--- src/rtl/usbl_rx_pkg.sv ---
// Shared constants and FSM state type for the USBL hydrophone receive path.
package usbl_rx_pkg;

  localparam int unsigned DATA_W         = 16;
  localparam int unsigned NUM_CH         = 4;
  localparam int unsigned HOLDOFF_CYCLES = 190;

  typedef enum logic [1:0] {
    IDLE    = 2'd0,
    COLLECT = 2'd1,
    PENDING = 2'd2
  } rx_state_e;

endpackage

--- src/rtl/rx_holdoff_timer.sv ---
// Down-counter that enforces the minimum spacing between frame release strobes.
module rx_holdoff_timer #(
  parameter int unsigned CNT_W = 8
) (
  input  logic             clock,
  input  logic             reset,
  input  logic             load,
  input  logic [CNT_W-1:0] load_val,
  output logic             expired
);

  logic [CNT_W-1:0] count_q;
  logic [CNT_W-1:0] count_d;

  always_comb begin
    count_d = count_q;
    if (load) begin
      count_d = load_val;
    end else if (count_q != '0) begin
      count_d = count_q - CNT_W'(1);
    end
  end

  always_ff @(posedge clock or negedge reset) begin
    if (!reset) begin
      count_q <= '0;
    end else begin
      count_q <= count_d;
    end
  end

  assign expired = (count_q == '0);

endmodule

--- src/rtl/rx_frame_assembler.sv ---
// Collects one sample per hydrophone channel (ch0..ch3 in order) and releases
// the completed frame on rx1..rx4 with a one-cycle enable, rate-limited by a holdoff.
module rx_frame_assembler #(
  parameter int unsigned DATA_W         = usbl_rx_pkg::DATA_W,
  parameter int unsigned HOLDOFF_CYCLES = usbl_rx_pkg::HOLDOFF_CYCLES
) (
  input  logic                     clock,
  input  logic                     reset,
  input  logic                     s_valid,
  output logic                     s_ready,
  input  logic [1:0]               s_chan,
  input  logic signed [DATA_W-1:0] s_data,
  input  logic                     clear_err,
  output logic signed [DATA_W-1:0] rx1,
  output logic signed [DATA_W-1:0] rx2,
  output logic signed [DATA_W-1:0] rx3,
  output logic signed [DATA_W-1:0] rx4,
  output logic                     enable,
  output logic                     frame_err,
  output logic [7:0]               drop_cnt
);

  import usbl_rx_pkg::*;

  localparam int unsigned CNT_W = (HOLDOFF_CYCLES > 1) ? $clog2(HOLDOFF_CYCLES) : 1;

  rx_state_e               state_q, state_d;
  logic [1:0]              expect_q, expect_d;
  logic signed [DATA_W-1:0] shadow_q [NUM_CH];
  logic signed [DATA_W-1:0] shadow_d [NUM_CH];
  logic signed [DATA_W-1:0] rx_q     [NUM_CH];
  logic signed [DATA_W-1:0] rx_d     [NUM_CH];
  logic                    enable_q, enable_d;
  logic                    frame_err_q, frame_err_d;
  logic [7:0]              drop_cnt_q, drop_cnt_d;
  logic                    accept;
  logic                    drop_evt;
  logic                    err_set;
  logic                    hold_load;
  logic                    hold_expired;

  // Ready is a pure decode of the state so the upstream source sees backpressure immediately.
  assign s_ready  = (state_q != PENDING);
  assign accept   = s_valid && s_ready;
  assign drop_evt = s_valid && !s_ready;

  rx_holdoff_timer #(
    .CNT_W (CNT_W)
  ) u_holdoff (
    .clock    (clock),
    .reset    (reset),
    .load     (hold_load),
    .load_val (CNT_W'(HOLDOFF_CYCLES - 1)),
    .expired  (hold_expired)
  );

  always_comb begin
    state_d   = state_q;
    expect_d  = expect_q;
    shadow_d  = shadow_q;
    rx_d      = rx_q;
    enable_d  = 1'b0;
    err_set   = 1'b0;
    hold_load = 1'b0;
    unique case (state_q)
      IDLE: begin
        if (accept) begin
          if (s_chan == 2'd0) begin
            shadow_d[0] = s_data;
            expect_d    = 2'd1;
            state_d     = COLLECT;
          end else begin
            err_set = 1'b1;
          end
        end
      end
      COLLECT: begin
        if (accept) begin
          if (s_chan == expect_q) begin
            shadow_d[expect_q] = s_data;
            expect_d           = expect_q + 2'd1;
            if (expect_q == 2'd3) begin
              state_d = PENDING;
            end
          end else if (s_chan == 2'd0) begin
            // A fresh ch0 mid-frame is treated as the start of a new frame.
            err_set     = 1'b1;
            shadow_d[0] = s_data;
            expect_d    = 2'd1;
          end else begin
            err_set  = 1'b1;
            expect_d = 2'd0;
            state_d  = IDLE;
          end
        end
      end
      PENDING: begin
        if (hold_expired) begin
          rx_d      = shadow_q;
          enable_d  = 1'b1;
          hold_load = 1'b1;
          state_d   = IDLE;
        end
      end
      default: begin
        state_d  = IDLE;
        expect_d = 2'd0;
      end
    endcase
  end

  // New events take priority over a simultaneous clear.
  always_comb begin
    frame_err_d = frame_err_q;
    if (err_set) begin
      frame_err_d = 1'b1;
    end else if (clear_err) begin
      frame_err_d = 1'b0;
    end
    drop_cnt_d = drop_cnt_q;
    if (clear_err) begin
      drop_cnt_d = drop_evt ? 8'd1 : 8'd0;
    end else if (drop_evt && (drop_cnt_q != 8'hFF)) begin
      drop_cnt_d = drop_cnt_q + 8'd1;
    end
  end

  always_ff @(posedge clock or negedge reset) begin
    if (!reset) begin
      state_q     <= IDLE;
      expect_q    <= 2'd0;
      enable_q    <= 1'b0;
      frame_err_q <= 1'b0;
      drop_cnt_q  <= 8'd0;
      for (int i = 0; i < NUM_CH; i++) begin
        shadow_q[i] <= '0;
        rx_q[i]     <= '0;
      end
    end else begin
      state_q     <= state_d;
      expect_q    <= expect_d;
      enable_q    <= enable_d;
      frame_err_q <= frame_err_d;
      drop_cnt_q  <= drop_cnt_d;
      shadow_q    <= shadow_d;
      rx_q        <= rx_d;
    end
  end

  assign rx1       = rx_q[0];
  assign rx2       = rx_q[1];
  assign rx3       = rx_q[2];
  assign rx4       = rx_q[3];
  assign enable    = enable_q;
  assign frame_err = frame_err_q;
  assign drop_cnt  = drop_cnt_q;

endmodule

--- config.mk ---
export PLATFORM = sky130hd
export DESIGN_NAME = rx_frame_assembler
export DESIGN_NICKNAME = d
export VERILOG_FILES = /design/src/rtl/usbl_rx_pkg.sv /design/src/rtl/rx_holdoff_timer.sv /design/src/rtl/rx_frame_assembler.sv
export SDC_FILE = /design/constraint.sdc
export NUM_CORES = 1
export LEC_CHECK = 0
export CAP_MARGIN = 10
export CORE_MARGIN = 3
export CORE_UTILIZATION = 50
export CTS_CLUSTER_SIZE = 16
export DETAILED_ROUTE_END_ITERATION = 6
export PLACE_DENSITY = 0.82
export SYNTH_ARGS = -nofsm -noshare
export SYNTH_HDL_FRONTEND = slang
export SYNTH_SLANG_ARGS = --single-unit
export TNS_END_PERCENT = 5
--- constraint.sdc ---
create_clock -name clock -period 2.85 [get_ports clock]
set_input_delay 0.855 -clock clock [delete_from_list [all_inputs] [get_ports clock]]
set_output_delay 0.855 -clock clock [all_outputs]
set_load 0.1 [all_outputs]
==> run_results.csv <==
group,metric,value,unit
global_route,grtUsageTotal,0.212,
synthesis,yosys.area.top_type_share,0.599,
cells_and_area,nNetsFinal,680,
power,comb_power_share,0.202,
cells_and_area,final_cell_mix,"nand2_1 (203), dfrtp_1 (150), buf_4 (84), mux2_2 (45)",
cells_and_area,final_common_cell,"nand2_1",
routing,avgViaCountPerCell,5.29,
routing,first_pass_iters,4,
synthesis,yosys.area.top_type,"dfrtp_1",
synthesis,netlist_top_cells_area,"dfrtp_1 (60%), nand2_1 (12%), mux2_2 (8.1%), mux2_4 (4.8%), ha_1 (1.4%)",
cells_and_area,num_antenna_cells,0,
sta,rsz0062_at_grt,"no",
setup_path,crit_family,"buffers and inverters",
setup_path,crit_chain,"clkdlybuf4s50_1 -> xnor2_1 -> nand4_1 -> nor4_4 -> buf_12 -> mux2_2",
routing,wl_per_cell,17.0,um
global_route,overflow,0,
die,die_area,0.0139,mm2
routing,drtAntennaViolNets,0,
setup_path,crit_path_end_kind,"flop",
power,p_clk_frac,0.362,
routing,routed_wl,14100,um
placement,gp_congestion,0.857,
placement,numPortBuffers,96,
die,start_util,0.517,
clocking,cts_root_buf,"clkbuf_16",
setup_path,timing.rr.start,"u_holdoff.count_q[0]",
die,core_region_area,0.0121,mm2
setup_path,cp_max_fo,16,
global_route,grt_pass1_vias,4634,
die,rows,40,
clocking,post_cts_buffers,0,
cells_and_area,instances_no_fill,831,
power,intPower,0.00470,W
global_route,grt_pass1_wl,23600,um
placement,post-place-cells,800,
synthesis,synth_edf_count,0,
setup_path,critPathSlowestCell,"clkdlybuf4s50_1",
sta,finalHoldViolations,0,
power,power.switching,0.00188,W
routing,num_vias,4399,
setup_path,critPathKind,"in -> reg",
sta,maxSlewHeadroom,0.558,
cells_and_area,final_cell_area,0.00788,mm2
clocking,tritoncts,"done",
setup_path,crit_arrival,2.85,ns
sta,slew_viol_final,0,
clocking,clk_latency,0.41,ns
synthesis,syn_nets,574,
die,io_pins,97,
sta,fmax,0.391,GHz
power,p_leak,4.10,nW
routing,drt-initial-drc-count,332,
worst_hold_path,hp-class,"in -> async",
global_route,use_met3,0.0461,
synthesis,yosysUniqueCellTypes,56,
global_route,grt_use_met1,0.262,
clocking,htreeDepth,4,
power,power.density,835,mW/mm2
power,peakVddDrop,0.000397,V
run_status,status,"finished clean",
die,die_x,118,um
sta,setup_violations,0,
sta,fin_crit_sh,0.897,
power,seqPwrFrac,0.437,
clocking,cts_resized,0,
clocking,max-clock-path-buffers,2,
synthesis,synth_flop_cell,"dfrtp_1",
sta,period_minus_slack,2.56,ns
sta,worstMarginPinSlew,0.659,ns
global_route,top_usage_layer,"met2",
clocking,hold_buffers,0,
flow_run,cap_violations,0,
global_route,grt_max_degree,66,
clocking,clk_pin_slew_worst_paths,0.06,ns
global_route,antenna_found_initial,0,
setup_path,rrSetupSlack,0.64,ns
placement,dp_hpwl,9190,um
synthesis,yosysSeqAreaShare,0.599,
die,die_y,118,um
synthesis,avgSynthCellArea,11.5,um2
synthesis,synthArstFlopShare,1.00,
synthesis,synth_warnings,0,
setup_path,slowest_delay,0.55,ns
setup_path,cp-start-kind,"input port",
sta,fin_skew,0.00668,ns
placement,placed_area,0.00724,mm2
setup_path,worstPathRequired,3.14,ns
setup_path,cp-startpoint,"s_chan[1]",
cells_and_area,syn_to_final_growth,25.8,%
synthesis,syn_area,0.00626,mm2
global_route,met2_usage,0.368,
setup_path,path_buf_inv,2,
routing,drc_errors,0,
power,swShare,0.286,
clocking,cts_made_buffers,17,
cells_and_area,drive_gt1_frac,0.296,
clocking,cts.sinks,150,
synthesis,synth-seq-cells,150,
synthesis,synthCells,545,
stage by stage:
| stage | utilization | TNS, ns | power [W] | hold WS (ns) | worst slack, ns |
|---|---|---|---|---|---|
| floorplan | - | 0 | 0.00385 | 0.433 | 0.327 |
| finish | 0.650 | 0 | 0.00658 | 0.385 | 0.295 |
| detailed placement | 0.598 | -2.29 | 0.00420 | 0.450 | -0.131 |
| CTS | 0.650 | 0 | 0.00660 | 0.397 | 0.308 |
| global placement | 0.598 | 0 | 0.00410 | 0.445 | 0.0120 |
| global route | 0.650 | 0 | 0.00687 | 0.418 | 0.163 |
power by group through the flow:
stage / logic, W / registers, W / clock network [W]
floorplan: 0.000891 / 0.00295 / 0
global placement: 0.00124 / 0.00286 / 0
detailed placement: 0.00132 / 0.00288 / 0
CTS: 0.00134 / 0.00287 / 0.00239
global route: 0.00145 / 0.00292 / 0.00250
finish: 0.00133 / 0.00287 / 0.00238
layer usage:
| metal | vias to the layer above | wire length [um] |
|---|---|---|
| met3 | 23 | 570 |
| met4 | 0 | 246 |
| met1 | 2218 | 5860 |
| li1 | 2033 | - |
| met2 | 125 | 7430 |
| met5 | - | 0 |
worst register-to-register path, cell delays in order (launching register included):
cell     delay (ns)
dfrtp_1        0.40
inv_1          0.10
ha_1           0.16
nor3b_4        0.38
a21oi_2        0.18
nor4_4         0.30
buf_12         0.22
mux2_2         0.36
logic make-up after synthesis:
kind of cell / count (synthesis) / synth area share
compound gates: 34 / 0.0402
buf+inv: 32 / 0.0300
flops: 150 / 0.599
fa+ha+maj: 7 / 0.0140
mux: 67 / 0.132
simple gates: 251 / 0.179
xor+xnor: 4 / 0.00560
worst paths after layout:
| path | depth (start not counted) | to |
|---|---|---|
| worst min-delay path | 1 | shadow_q[25] |
| worst max register to register | 7 | shadow_q[5] |
| worst max-delay path | 6 | shadow_q[5] |
| min in group clock | 2 | rx4[0] |
| worst min register to register | 2 | rx4[0] |
| max in group asynchronous | 2 | shadow_q[37] |
cell usage after synthesis (all sizes together) (3+ instances only):
master	instances
or3	3
dfrtp	150
a31oi	3
nor4	3
inv	10
nand3	9
a2111oi	3
nand2	203
buf	12
nor2	8
xnor2	3
clkbuf	10
or4	3
a21oi	11
ha	7
o21ai	5
mux2	65
nor3	6
nand4	3
state kept, by name, summed over array words and instances, names as in the netlist:
register           flops
u_holdoff.count_q      8
shadow_q              64
drop_cnt               8
rx3                   16
rx1                   16
rx4                   16
enable                 1
rx2                   16
expect_q               2
frame_err              1
state_q                2
layout make-up:
cell class / count / area (um2)
fillers: 927 / 4240
flip-flops and latches: 150 / 3750
multi-input cells: 363 / 2320
repair buffers: 109 / 922
clock buffers: 21 / 460
well taps: 168 / 210
clock inverters: 10 / 171
inverters: 10 / 37.5
Note: power is estimated with default switching activity, not from simulation.
